===== src/rtl/move_input_queue.sv =====
`default_nettype none
// ============================================================================
// Module      : move_input_queue
// Description : Producer side of the game-loop move interface. Each raw
//               direction button is synchronized, debounced and edge-detected.
//               Every press is encoded as a 2-bit move and queued in a small
//               FIFO. Moves are handed to the game loop over valid/ready,
//               one move per accepted transfer.
// Ports       : clk        - system clock (50 MHz)
//               rst_n      - synchronous active-low reset
//               btn_up     - raw button, asynchronous, active-high
//               btn_down   - raw button, asynchronous, active-high
//               btn_left   - raw button, asynchronous, active-high
//               btn_right  - raw button, asynchronous, active-high
//               move_valid - head of queue holds a move
//               move_dir   - head move: 0=up, 1=down, 2=left, 3=right
//               move_ready - game loop accepts the head this cycle
//               move_count - number of queued moves (0..FIFO_DEPTH)
//               overflow   - one-cycle pulse: a press was dropped
// Revision    : 1.0 - initial release
// ============================================================================
module move_input_queue #(
    parameter int SYNC_STAGES     = 2,
    parameter int DEBOUNCE_CYCLES = 1000000,
    parameter int FIFO_DEPTH      = 4
) (
    input  logic                                clk,
    input  logic                                rst_n,
    input  logic                                btn_up,
    input  logic                                btn_down,
    input  logic                                btn_left,
    input  logic                                btn_right,
    output logic                                move_valid,
    output logic [1:0]                          move_dir,
    input  logic                                move_ready,
    output logic [$clog2(FIFO_DEPTH+1)-1:0]     move_count,
    output logic                                overflow
);

    localparam int c_db_cnt_w = (DEBOUNCE_CYCLES > 1) ? $clog2(DEBOUNCE_CYCLES) : 1;
    localparam int c_ptr_w    = $clog2(FIFO_DEPTH);
    localparam int c_count_w  = $clog2(FIFO_DEPTH + 1);

    localparam logic [c_db_cnt_w-1:0] c_db_last = c_db_cnt_w'(DEBOUNCE_CYCLES - 1);
    localparam logic [c_count_w-1:0]  c_full    = c_count_w'(FIFO_DEPTH);

    // Bit index doubles as the move encoding and the priority order
    // (lowest index wins).
    logic [3:0] w_btn_raw;
    logic [3:0] w_press;

    assign w_btn_raw = {btn_right, btn_left, btn_down, btn_up};

    // ------------------------------------------------------------------------
    // Per-button conditioning: synchronizer -> debounce -> rising-edge detect
    // ------------------------------------------------------------------------
    for (genvar g = 0; g < 4; g++) begin : g_btn
        logic [SYNC_STAGES-1:0] r_sync;
        logic [c_db_cnt_w-1:0]  r_cnt;
        logic                   r_db;
        logic                   r_db_q;
        logic                   w_sync_out;

        assign w_sync_out = r_sync[SYNC_STAGES-1];

        always_ff @(posedge clk) begin
            if (!rst_n) begin
                r_sync <= '0;
                r_cnt  <= '0;
                r_db   <= 1'b0;
                r_db_q <= 1'b0;
            end else begin
                r_sync <= {r_sync[SYNC_STAGES-2:0], w_btn_raw[g]};
                r_db_q <= r_db;
                // Counter runs only while the synchronized level disagrees
                // with the debounced state; any agreement restarts it.
                if (w_sync_out == r_db) begin
                    r_cnt <= '0;
                end else if (r_cnt == c_db_last) begin
                    r_db  <= w_sync_out;
                    r_cnt <= '0;
                end else begin
                    r_cnt <= r_cnt + c_db_cnt_w'(1);
                end
            end
        end

        assign w_press[g] = r_db & ~r_db_q;
    end

    // ------------------------------------------------------------------------
    // Press encoding: highest-priority press wins, others are dropped
    // ------------------------------------------------------------------------
    logic       w_any;
    logic       w_multi;
    logic [1:0] w_dir;

    assign w_any   = |w_press;
    // Clearing the lowest set bit leaves something only if two or more are set.
    assign w_multi = (w_press & (w_press - 4'd1)) != 4'd0;

    always_comb begin
        w_dir = 2'd0;
        if (w_press[0]) begin
            w_dir = 2'd0;
        end else if (w_press[1]) begin
            w_dir = 2'd1;
        end else if (w_press[2]) begin
            w_dir = 2'd2;
        end else if (w_press[3]) begin
            w_dir = 2'd3;
        end
    end

    // ------------------------------------------------------------------------
    // Move FIFO
    // ------------------------------------------------------------------------
    logic [1:0]           r_mem [FIFO_DEPTH];
    logic [c_ptr_w-1:0]   r_wr_ptr;
    logic [c_ptr_w-1:0]   r_rd_ptr;
    logic [c_count_w-1:0] r_count;
    logic                 r_overflow;

    logic w_full;
    logic w_pop;
    logic w_push_ok;
    logic w_drop;

    assign w_full    = (r_count == c_full);
    // Ready while empty is ignored, so a same-cycle push into an empty
    // queue never sees a pop.
    assign w_pop     = (r_count != '0) & move_ready;
    // A pop in the same cycle frees the slot a push into a full queue needs.
    assign w_push_ok = w_any & (~w_full | w_pop);
    assign w_drop    = w_any & w_full & ~w_pop;

    always_ff @(posedge clk) begin
        if (!rst_n) begin
            for (int i = 0; i < FIFO_DEPTH; i++) begin
                r_mem[i] <= 2'd0;
            end
            r_wr_ptr   <= '0;
            r_rd_ptr   <= '0;
            r_count    <= '0;
            r_overflow <= 1'b0;
        end else begin
            if (w_push_ok) begin
                r_mem[r_wr_ptr] <= w_dir;
                r_wr_ptr        <= r_wr_ptr + c_ptr_w'(1);
            end
            if (w_pop) begin
                r_rd_ptr <= r_rd_ptr + c_ptr_w'(1);
            end
            case ({w_push_ok, w_pop})
                2'b10:   r_count <= r_count + c_count_w'(1);
                2'b01:   r_count <= r_count - c_count_w'(1);
                default: r_count <= r_count;
            endcase
            r_overflow <= w_multi | w_drop;
        end
    end

    // Head is read straight from registered storage; move_ready only moves
    // the read pointer at the next edge.
    assign move_valid = (r_count != '0);
    assign move_dir   = r_mem[r_rd_ptr];
    assign move_count = r_count;
    assign overflow   = r_overflow;

endmodule
`default_nettype wire


===== config.mk =====
export PLATFORM = sky130hd
export DESIGN_NAME = move_input_queue
export DESIGN_NICKNAME = d
export VERILOG_FILES = /design/src/rtl/move_input_queue.sv
export SDC_FILE = /design/constraint.sdc
export NUM_CORES = 1
export LEC_CHECK = 0
export CAP_MARGIN = 20
export CORE_ASPECT_RATIO = 1.5
export CORE_MARGIN = 4
export CORE_UTILIZATION = 35
export CTS_CLUSTER_SIZE = 10
export DETAILED_ROUTE_END_ITERATION = 8
export SLEW_MARGIN = 30
export SYNTH_ARGS = -nofsm -noshare
export SYNTH_HDL_FRONTEND = slang
export SYNTH_SLANG_ARGS = --single-unit

===== constraint.sdc =====
create_clock -name clk -period 6.9 [get_ports clk]
set_input_delay 1.725 -clock clk [delete_from_list [all_inputs] [get_ports clk]]
set_output_delay 1.725 -clock clk [all_outputs]
set_load 0.03 [all_outputs]

After elaboration in Yosys (flattened, before gate mapping)

Memories as Yosys holds them, arrays and structs flattened. A register that Yosys moved wholly into a read port is not among the register bits.
Index checks and enable logic that the tools add are counted.
Widths: inputs -> output; s select.

$add $sub $neg: 9
Equal/unequal tests: 11
Mux-type cells: 14
Bitwise gates (word level): 22
Reductions and logical operators: 13

Operator list:

| kind                  | number |
|---|---|
| $add 20x1->20 const B | 4 |
| $eq 20x20->1 const B  | 4 |
| $mux 2                | 8 |
| $reduce_or 3->1       | 4 |
| $not 1->1             | 11 |
| $and 1x1->1           | 8 |
| $reduce_and 2->1      | 4 |
| $pmux 3 s2            | 1 |
| $mux 1                | 5 |
| $add 2x1->2 const B   | 2 |
| $and 4x4->4           | 1 |
| $eq 1x1->1            | 4 |
| $reduce_bool 4->1     | 1 |
| $reduce_or 4->1       | 1 |
| $sub 4x1->4 const B   | 1 |
| $add 3x1->3 const B   | 1 |
| $eq 3x3->1 const B    | 1 |
| $reduce_bool 3->1     | 1 |
| $sub 3x1->3 const B   | 1 |
| $eq 2x1->1 const B    | 1 |
| $eq 2x2->1 const B    | 1 |
| $or 1x1->1            | 2 |
| $reduce_bool 2->1     | 1 |
| $reduce_or 2->1       | 1 |

Flip-flop bits (word level): 104
RAM bits: 8
Bits of input ports: 7
Output and inout bits: 7
Memories: 1

Memory list:

| name  | depth | bits a word | read ports | clocked after Yosys merged registers in | write ports | RTL line | source |
|---|---|---|---|---|---|---|---|
| r_mem | 4     | 2           | 1          | 1                                       | 4           | 118      | `logic [1:0] r_mem [FIFO_DEPTH];` |

Longest topological paths before layout

Gate-level depths: netlist (run 1).

Word-level depth: 9
Mapped depth: 8

Least setup slack after synthesis (run 1)

No wires, ideal clock.

Kind: input-to-reg
Start: input port move_ready
End: register r_count[2], in the netlist move_count[2]
Library setup time: 0.120 ns
Arrival: 3.320 ns
Slack: 3.461 ns
Stages: 7
Path buffers: 1
Cells stage by stage: buf_2 and2_1 nand2_1 fa_1 or3_1 and3_1 o31a_1

Word-level cells in the longest chain between the ends: 5
Elaborated cells between the ends (all ways): 7

Ends and longest elaborated chain:

| element                                         | RTL line | source |
|---|---|---|
| start: declaration                              | 35       | `input logic move_ready,` |
| $and 1x1->1 (*)                                 | 132      | `assign w_pop = (r_count != '0) & move_ready;` |
| $or 1x1->1                                      | 134      | `assign w_push_ok = w_any & (~w_full \| w_pop);` |
| $and 1x1->1                                     | 134      |  |
| $eq 2x1->1 or $eq 2x2->1 (tied branches)        | 154      | `case ({w_push_ok, w_pop})` |
| $pmux 3 s2 or $reduce_bool 2->1 (tied branches) | -        |  |
| end signal: assignment                          | 155      | `2'b10: r_count <= r_count + c_count_w'(1);` |
| end signal: assignment                          | 156      | `2'b01: r_count <= r_count - c_count_w'(1);` |
| end signal: assignment                          | 157      | `default: r_count <= r_count;` |
| end: declaration                                | 121      | `logic [c_count_w-1:0] r_count;` |

Every way passes the cells marked *; elsewhere a longest branch is shown, timed or not.
A chain may end at the register's enable or synchronous reset.

Final worst setup path (run 1)

Ends and elaborated chain as after synthesis.

==> impl_metrics.py, run 1 <==
metrics = {
    "sta": {
        "clock-skew-final_ns": 0.00822,
        "fmax_mhz": 273,
        "drv_slew": 0,
        "slew_headroom": 0.476,
        "tns_ns": 0,
        "setup_viol": 0,
        "finalCritPeriodShare": 0.531,
        "hold_viol_final": 0,
        "tightest_slew_ns": 0.779,
        "post-route-min-period_ns": 3.67,
        "rsz0062_at_grt": "false",
    },
    "setup_path": {
        "slowest_stage": "clkdlybuf4s50_1",
        "reg2reg_slack_ns": 4.58,
        "critPathLaunch": "move_ready",
        "critPathKind": "in2reg",
        "path_cells": "clkdlybuf4s50_1 -> and2_1 -> nand2_1 -> fa_1 -> or3_1 -> and3_1 -> o31a_1",
        "worstSetupEndpoint": "move_count[2]$_SDFFE_PN0P_",
        "slowest_delay_ns": 0.66,
        "arrival_ns": 3.96,
        "r2r_start": "g_btn[1].r_db$_SDFFE_PN0P_",
        "r2r.worst_path.cells": 7,
        "cp-start-kind": "primary input",
        "rr_endpoint": "move_count[2]$_SDFFE_PN0P_",
        "critPathRequiredTime_ns": 7.20,
        "cp_max_fo": 10,
        "end_kind": "register",
    },
    "floorplan": {
        "die_w_microns": 104,
        "initial_core_util": 0.359,
        "die_area_sq_um": 15900,
        "std_cell_rows": 52,
        "die_y_microns": 153,
        "ios": 14,
        "fp.coreArea_sq_um": 13600,
    },
    "clock_tree": {
        "cts-root-buf": "clkbuf_16",
        "clk_pin_slew_ns": 0.05,
        "cts_buffers": 17,
        "cts_buffer_depth": 2,
        "clock_sinks": 114,
        "cts_setup_buffers": 0,
        "h-tree-depth": 4,
        "holdBufCountCts": 0,
        "clk_latency_ns": 0.41,
        "cts_tree": "built",
        "cts_resized": 0,
    },
    "global_route": {
        "grt_start_max_net_pins": 35,
        "antenna_found_initial": 0,
        "grt_overflow": 0,
        "grt_pass1_wl_mm": 15.6,
        "grt_pass1_vias": 3612,
        "grt_usage": 0.118,
    },
    "min_path": {
        "hold_path_class": "reg2reg",
        "min-delay-start": "g_btn[0].r_sync[0]$_SDFF_PN0_",
    },
    "synthesis": {
        "synth_top_area_frac": 0.435,
        "synth_top_flop_cell": "dfxtp_1",
        "synth-edff-count": 8,
        "synthTopCellsByArea": "dfxtp_1, xor2_1, nor2_1, xnor2_1, edfxtp_1",
        "synth_area_leader_cell": "dfxtp_1",
        "ys_ff_latch": 114,
        "ys_top_cells_by_count": "dfxtp_1, nor2_1, xor2_1, nand3_1, nand2_1",
        "syn-num-nets": 537,
        "synth_area_sq_um": 4880,
        "async_flop_share": 0,
        "yosysMostFrequentCell": "dfxtp_1",
        "synth.avg_cell_area_sq_um": 9.29,
        "postSynthCellCount": 525,
        "yosysWarnings": 0,
        "netlist-cell-type-count": 46,
        "synth_seq_area_share": 0.484,
    },
    "drt": {
        "via_per_inst": 4.91,
        "drtPass1Iterations": 4,
        "drc": 0,
        "drtIter0Drc": 166,
        "routedWlPerCell_microns": 11.6,
        "ant_nets": 0,
        "totalWireLength_mm": 8.36,
        "vias": 3529,
    },
    "place": {
        "post-place-cells": 687,
        "port_buffers": 13,
        "place.gp.congestion": 0.783,
        "hpwlAfterDp_mm": 5.74,
    },
    "final_layout": {
        "layout.cells.non_filler": 719,
        "final_util": 0.425,
        "syn_to_final_growth_pct": 18.5,
        "drive_gt1_frac": 0.0718,
        "nets": 556,
        "antennaDiodeCount": 0,
    },
    "power": {
        "p_leak_nw": 1.98,
        "ir_drop_v": 0.000204,
        "powerDensity_nw_per_um2": 287,
        "p_total_mw": 1.66,
    },
    "run": {
        "maxCapViolCount": 0,
    },
    "status": {
        "status": "complete, no violations",
    },
}
==> per-layer routing <==
layer,wire (microns),GRT usage,part of all wire
met4,187,0.0570,0.022
met3,243,0.0352,0.029
met1,3610,0.124,0.43
met5,0,0,0
met2,4330,0.212,0.52
==> flip-flops by register name, indices dropped and copies added (netlist names), named ones only <==
name	flops
g_btn.r_cnt	80
g_btn.r_sync	8
r_mem	8
g_btn.r_db	4
g_btn.r_db_q	4
move_count	3
r_rd_ptr	2
r_wr_ptr	2
overflow	1
==> worst min path at each step <==
stage / cells past startpoint / to
final: 1 / g_btn[0].r_sync[1]$_SDFF_PN0_
after global routing: 1 / g_btn[0].r_sync[1]$_SDFF_PN0_
after CTS: 1 / g_btn[1].r_sync[1]$_SDFF_PN0_
after detailed placement: 1 / g_btn[0].r_sync[1]$_SDFF_PN0_
after global placement: 1 / g_btn[1].r_sync[1]$_SDFF_PN0_
after floorplan: 1 / g_btn[0].r_sync[1]$_SDFF_PN0_
==> power by group <==
part | switching [mW] | internal [mW] | leakage, nW | total (mW)
Combinational | 0.0107 | 0.00721 | 0.718 | 0.0179
Sequential | 0.00192 | 0.671 | 0.938 | 0.673
Clock | 0.287 | 0.678 | 0.323 | 0.965
Total | 0.300 | 1.36 | 1.98 | 1.66
==> worst max-delay path: cells and delay by family <==
family          cells  cell delay, ns
compound gates      1            0.26
buf+inv             1            0.66
simple gates        4            0.88
fa+ha+maj           1            0.43
==> kinds of logic after synthesis <==
family          synth area share
buf+inv                   0.0285
simple gates               0.287
fa+ha+maj                 0.0164
compound gates            0.0208
flops                      0.484
xor+xnor                   0.145
mux                       0.0174
==> cells in the final DEF, fill, tap and decap left out, types with 3 or more instances in the layout <==
| cell type | Yosys | routed |
|---|---|---|
| nor2_1 | 100 | 100 |
| clkbuf_16 | 0 | 17 |
| bufinv_16 | 0 | 5 |
| clkbuf_8 | 0 | 4 |
| ha_1 | 4 | 4 |
| dfxtp_1 | 106 | 106 |
| nand4_1 | 21 | 21 |
| or3_1 | 4 | 4 |
| nor4_1 | 6 | 6 |
| edfxtp_1 | 8 | 8 |
| or4_1 | 3 | 3 |
| xnor2_1 | 28 | 28 |
| inv_1 | 13 | 13 |
| clkdlybuf4s50_1 | 0 | 12 |
| nand3_1 | 36 | 36 |
| nor3_1 | 9 | 9 |
| nand2b_1 | 7 | 7 |
| a21oi_1 | 4 | 4 |
| and3_1 | 11 | 11 |
| and2_1 | 21 | 21 |
| mux2i_1 | 4 | 4 |
| and4_1 | 6 | 6 |
| o21ai_0 | 5 | 5 |
| nand2_1 | 33 | 33 |
| nor2b_1 | 5 | 5 |
| xor2_1 | 53 | 53 |
==> stage by stage <==
step                      cell area, sq um  hold WS [ns]  setup WS (ns)
after floorplan                       4880         0.412           3.46
after global placement                5120         0.416           2.89
after detailed placement              5120         0.417           2.81
after CTS                             5780         0.428           3.22
after global routing                  5780         0.434           3.15
final                                 5780         0.428           3.23
==> layout make-up <==
class | instances | area [sq um]
tap | 162 | 203
timing repair buffer | 13 | 125
clock inverter | 9 | 176
clock buffer | 23 | 488
sequential | 114 | 2360
inverter | 13 | 48.8
fill | 1280 | 7820
multi-input combinational | 385 | 2380
Note: power is estimated with default switching activity, not from simulation.
==> run 2: changes to the inputs <==
Clock period 6.9 ns to 3.8 ns, I/O delays scaled along.
==> run 2 against run 1 <==
Compared with the run above:
- global-route usage down 0.14 points
- worst setup slack got worse by 2.3 ns
- power grew 64%
- die area is the same
- clock power up 51%
- core utilization is 0.71 points lower
- critical path depth unchanged
- final cell count increased by 0.14%
- design area down 1.7%
- register-to-register slack worse by 3.1 ns
- combinational power rose by 88%
- via count is 0.28% lower
==> impl_metrics.py, run 2 (synthesis results as in run 1) <==
metrics = {
    "status": {
        "status": "complete, no violations",
    },
    "drt": {
        "via_per_inst": 4.89,
        "totalWireLength_mm": 8.42,
        "vias": 3519,
        "drc": 0,
        "drtPass1Iterations": 4,
        "ant_nets": 0,
        "drtIter0Drc": 129,
        "routedWlPerCell_microns": 11.7,
    },
    "global_route": {
        "grt_start_max_net_pins": 21,
        "grt_pass1_wl_mm": 15.6,
        "grt_overflow": 0,
        "grt_pass1_vias": 3589,
        "antenna_found_initial": 0,
        "grt_usage": 0.116,
    },
    "clock_tree": {
        "cts_buffers": 17,
        "cts_resized": 0,
        "clk_latency_ns": 0.40,
        "clock_sinks": 114,
        "holdBufCountCts": 0,
        "cts_tree": "built",
        "clk_pin_slew_ns": 0.05,
        "h-tree-depth": 4,
        "cts_buffer_depth": 2,
        "cts_setup_buffers": 0,
        "cts-root-buf": "clkbuf_16",
    },
    "floorplan": {
        "fp.coreArea_sq_um": 13600,
        "initial_core_util": 0.359,
        "die_area_sq_um": 15900,
        "ios": 14,
        "die_w_microns": 104,
        "die_y_microns": 153,
        "std_cell_rows": 52,
    },
    "setup_path": {
        "path_cells": "clkdlybuf4s50_1 -> and2_1 -> nand2_1 -> fa_1 -> or3_1 -> and3_1 -> o31a_1",
        "crit_buf_inv": 1,
        "cp-start-kind": "primary input",
        "critPathKind": "in2reg",
        "arrival_ns": 3.17,
        "crit_family": "simple AND/OR/NAND/NOR gates",
        "end_kind": "register",
        "critPathRequiredTime_ns": 4.09,
        "cp_max_fo": 10,
        "reg2reg_slack_ns": 1.49,
        "slowest_delay_ns": 0.66,
        "slowest_stage": "clkdlybuf4s50_1",
    },
    "power": {
        "clkPwrFrac": 0.537,
        "p_seq_frac": 0.450,
        "comb_power_share": 0.012,
        "powerDensity_nw_per_um2": 477,
        "ir_drop_v": 0.000358,
        "p_leak_nw": 1.93,
        "switching_share": 0.210,
        "p_int_mw": 2.14,
        "p_switching_mw": 0.568,
    },
    "final_layout": {
        "nets": 557,
        "syn_to_final_growth_pct": 16.5,
        "layout_commonest_cell": "dfxtp_1",
        "antennaDiodeCount": 0,
        "reg.largest.list": "g_btn.r_cnt x80, g_btn.r_sync x8, r_mem x8",
        "regMostFlops": "g_btn.r_cnt",
        "drive_gt1_frac": 0.0735,
        "layout_common_cells": "dfxtp_1, nor2_1, xor2_1",
        "largest_register_ffs": 80,
    },
    "sta": {
        "slew_headroom": 0.491,
        "fmax_mhz": 348,
        "finalCritPeriodShare": 0.757,
        "clock-skew-final_ns": 0.00966,
        "worst_slack_ns": 0.923,
        "hold_viol_final": 0,
        "tns_ns": 0,
        "post-route-min-period_ns": 2.88,
        "setup_viol": 0,
        "tightest_slew_ns": 0.757,
        "drv_slew": 0,
        "rsz0062_at_grt": "false",
    },
    "place": {
        "post-place-ws_ns": 0.494,
        "hpwlAfterDp_mm": 5.79,
        "place.gp.congestion": 0.781,
        "port_buffers": 13,
    },
    "min_path": {
        "hold_path_class": "reg2reg",
    },
    "run": {
        "maxCapViolCount": 0,
    },
}
[run 2: changes by cell type in the layout (fill, tap and decap cells not counted), sizes merged]
cell	previous run	this run
clkinv	3	8
bufinv	5	1
clkbuf	23	19
clkinvlp	1	3
clkdlybuf4s50	12	13
inv	13	14
[run 2: path summary, 6_finish.rpt]
path                                       from                       endpoint  depth (start not counted)
setup / recovery                     move_ready     move_count[2]$_SDFFE_PN0P_                          7
hold reg to reg   g_btn[0].r_sync[0]$_SDFF_PN0_  g_btn[0].r_sync[1]$_SDFF_PN0_                          1
setup reg to reg     g_btn[3].r_db$_SDFFE_PN0P_     move_count[2]$_SDFFE_PN0P_                          7
hold / removal    g_btn[0].r_sync[0]$_SDFF_PN0_  g_btn[0].r_sync[1]$_SDFF_PN0_                          1
[run 2: metal layers]
metal  up-vias  global-route usage  wire [microns]
li1       1816                   -               -
met1      1662               0.126            3670
met2        32               0.207            4410
met3         9              0.0309             193
met4         0              0.0583             140
met5         -                   0               0
[run 2: layout make-up]
class                           instances  area, sq um
Multi-Input combinational cell        385         2380
Clock buffer                           19          443
Tap cell                              162          203
Sequential cell                       114         2360
Inverter                               13         48.8
Fill cell                            1325         7920
Clock inverter                         13          113
Timing Repair Buffer                   14          138
[run 2: stage by stage]
| step | hold slack [ns] | utilization | std cells | power, mW | area [sq um] |
|---|---|---|---|---|---|
| 2_1_floorplan | 0.412 | - | 525 | 1.27 | 4880 |
| 3_3_place_gp | 0.416 | 0.377 | 688 | 1.28 | 5130 |
| 3_5_place_dp | 0.426 | 0.377 | 688 | 1.28 | 5130 |
| 4_1_cts | 0.439 | 0.418 | 720 | 2.76 | 5680 |
| 5_1_grt | 0.465 | 0.418 | 720 | 2.82 | 5680 |
| 6_report | 0.437 | 0.418 | 720 | 2.71 | 5680 |
[run 2: power groups by stage]
stage                     logic [mW]  registers (mW)  clock network (mW)
after global routing          0.0379            1.22                1.56
after CTS                     0.0346            1.22                1.50
after global placement        0.0333            1.25                   0
final                         0.0337            1.22                1.46
after floorplan               0.0242            1.25                   0
after detailed placement      0.0345            1.25                   0
==> run 3: changes to the inputs <==
Clock period 3.8 ns to 2.4 ns, I/O delays scaled along.
==> run 3 against run 2 <==
Compared with the run above:
- sequential share of layout area is 0.37 points lower
- critical path type is now reg2reg
- flip-flop and latch count stayed put
- largest power group unchanged
- clock power rose by 62%
- core utilization up 0.42 points
==> impl_metrics.py, run 3 (synthesis results as in run 1) <==
metrics = {
    "status": {
        "status": "complete, no violations",
    },
    "run": {
        "maxCapViolCount": 0,
    },
    "global_route": {
        "grt_start_max_net_pins": 34,
        "grt_pass1_wl_mm": 15.4,
        "antenna_found_initial": 0,
        "grt_overflow": 0,
        "grt_usage": 0.116,
        "grt_pass1_vias": 3561,
    },
    "drt": {
        "drtPass1Iterations": 4,
        "via_per_inst": 4.86,
        "routedWlPerCell_microns": 11.8,
        "drtIter0Drc": 121,
        "totalWireLength_mm": 8.54,
        "drc": 0,
        "ant_nets": 0,
        "vias": 3527,
    },
    "setup_path": {
        "path_depth": 7,
        "crit_buf_inv": 0,
        "critPathLaunch": "g_btn[1].r_db$_SDFFE_PN0P_",
        "arrival_ns": 2.55,
        "r2r_start": "g_btn[1].r_db$_SDFFE_PN0P_",
        "critPathKind": "reg2reg",
        "cp_max_fo": 6,
        "cp-start-kind": "register",
        "slowest_stage": "fa_1",
        "critPathRequiredTime_ns": 2.69,
        "reg2reg_slack_ns": 0.15,
        "end_kind": "register",
        "rr_endpoint": "move_count[2]$_SDFFE_PN0P_",
        "path_cells": "nand2b_1 -> and4_1 -> nand2_1 -> fa_1 -> or3_1 -> and3_1 -> o31a_1",
        "slowest_delay_ns": 0.39,
        "worstSetupEndpoint": "move_count[2]$_SDFFE_PN0P_",
        "r2r.worst_path.cells": 7,
        "crit_family": "simple AND/OR/NAND/NOR gates",
    },
    "clock_tree": {
        "clk_pin_slew_ns": 0.05,
        "holdBufCountCts": 0,
        "cts_buffer_depth": 2,
        "cts_buffers": 17,
        "clock_sinks": 114,
        "cts_tree": "built",
        "h-tree-depth": 4,
        "cts-root-buf": "clkbuf_16",
        "clk_latency_ns": 0.41,
    },
    "sta": {
        "setup_viol": 0,
        "tightest_slew_ns": 0.678,
        "rsz0062_at_grt": "false",
        "hold_viol_final": 0,
        "fmax_mhz": 444,
        "drv_slew": 0,
        "clock-skew-final_ns": 0.00653,
        "finalCritPeriodShare": 0.938,
        "slew_headroom": 0.545,
        "post-route-min-period_ns": 2.25,
    },
    "floorplan": {
        "die_w_microns": 104,
        "initial_core_util": 0.359,
        "die_area_sq_um": 15900,
        "std_cell_rows": 52,
        "fp.coreArea_sq_um": 13600,
        "ios": 14,
        "die_y_microns": 153,
    },
    "power": {
        "clkPwrFrac": 0.544,
        "p_int_mw": 3.46,
        "ir_drop_v": 0.000483,
        "p_seq_frac": 0.444,
        "switching_share": 0.206,
        "p_switching_mw": 0.896,
        "p_leak_nw": 1.98,
        "powerDensity_nw_per_um2": 759,
        "comb_power_share": 0.013,
    },
    "final_layout": {
        "layout_commonest_cell": "dfxtp_1",
        "layout_common_cells": "dfxtp_1, nor2_1, xor2_1",
        "nets": 562,
        "antennaDiodeCount": 0,
        "largest_register_ffs": 80,
        "multi_input_area_sq_um": 2380,
        "fillers": 1321,
        "regMostFlops": "g_btn.r_cnt",
        "finalInstanceArea_sq_um": 5740,
        "reg.largest.list": "g_btn.r_cnt x80, g_btn.r_sync x8, r_mem x8",
        "seq_area_sq_um": 2360,
        "syn_to_final_growth_pct": 17.7,
        "drive_gt1_frac": 0.0853,
        "layout.cells.non_filler": 725,
    },
    "place": {
        "place.gp.congestion": 0.763,
        "dpl_cell_area_sq_um": 5170,
        "hpwlAfterDp_mm": 5.88,
        "post-place-cells": 693,
        "port_buffers": 13,
    },
    "min_path": {
        "hold_path_class": "reg2reg",
    },
}
-- run 3: cell count changes in the layout (fill, tap and decap cells not counted), sizes merged --
cell / change
buf: +5
bufinv: +1
clkbuf: -2
clkdlybuf4s50: -3
clkinv: +1
dlygate4sd2: +2
dlymetal6s2s: +1
-- run 3: worst min-delay path by stage --
stage	from	endpoint	slack, ns	cells past startpoint
global route	g_btn[0].r_sync[0]$_SDFF_PN0_	g_btn[0].r_sync[1]$_SDFF_PN0_	0.46	1
global placement	g_btn[1].r_sync[0]$_SDFF_PN0_	g_btn[1].r_sync[1]$_SDFF_PN0_	0.42	1
finish	g_btn[0].r_sync[0]$_SDFF_PN0_	g_btn[0].r_sync[1]$_SDFF_PN0_	0.43	1
detailed placement	g_btn[0].r_sync[0]$_SDFF_PN0_	g_btn[0].r_sync[1]$_SDFF_PN0_	0.42	1
CTS	g_btn[0].r_sync[0]$_SDFF_PN0_	g_btn[0].r_sync[1]$_SDFF_PN0_	0.43	1
floorplan	g_btn[0].r_sync[0]$_SDFF_PN0_	g_btn[0].r_sync[1]$_SDFF_PN0_	0.41	1
-- run 3: stage by stage --
step,utilization,setup TNS (ns),power [mW],hold slack [ns],setup WS (ns)
6_report,0.422,0,4.36,0.429,0.148
5_1_grt,0.422,0,4.52,0.456,0.0404
4_1_cts,0.422,0,4.41,0.432,0.00842
3_5_place_dp,0.380,-1.32,2.03,0.421,-0.228
3_3_place_gp,0.380,-0.806,2.03,0.416,-0.170
2_1_floorplan,-,0,2.01,0.412,0.0333
-- run 3: power groups by stage --
stage	logic [mW]	clock network (mW)	registers [mW]
2_1_floorplan	0.0383	0	1.97
3_3_place_gp	0.0549	0	1.97
3_5_place_dp	0.0562	0	1.97
4_1_cts	0.0556	2.42	1.93
5_1_grt	0.0618	2.52	1.93
6_report	0.0548	2.37	1.93
-- run 3: layout make-up --
type,instances,area share
multi-input cells,385,0.415
flip-flops and latches,114,0.412
clock buffers,17,0.0741
well taps,162,0.0353
repair buffers,19,0.0305
clock inverters,15,0.0248
inverters,13,0.00850
-- run 3: routing by layer --
metal  share of wire  track usage  wire length (microns)  vias up
met3           0.023       0.0348                    199       17
li1                -            -                      -     1825
met4           0.021       0.0608                    176        0
met5               0            0                      0        -
met1            0.44        0.124                   3750     1644
met2            0.52        0.205                   4420       41
-- run 3: repair_timing --
| action | in CTS | in global routing |
|---|---|---|
| setup endpoints to repair | 2 | 1 |
| gates resized for setup | 2 | 1 |
| cloned | 0 | 0 |
| buffers inserted | 0 | 0 |
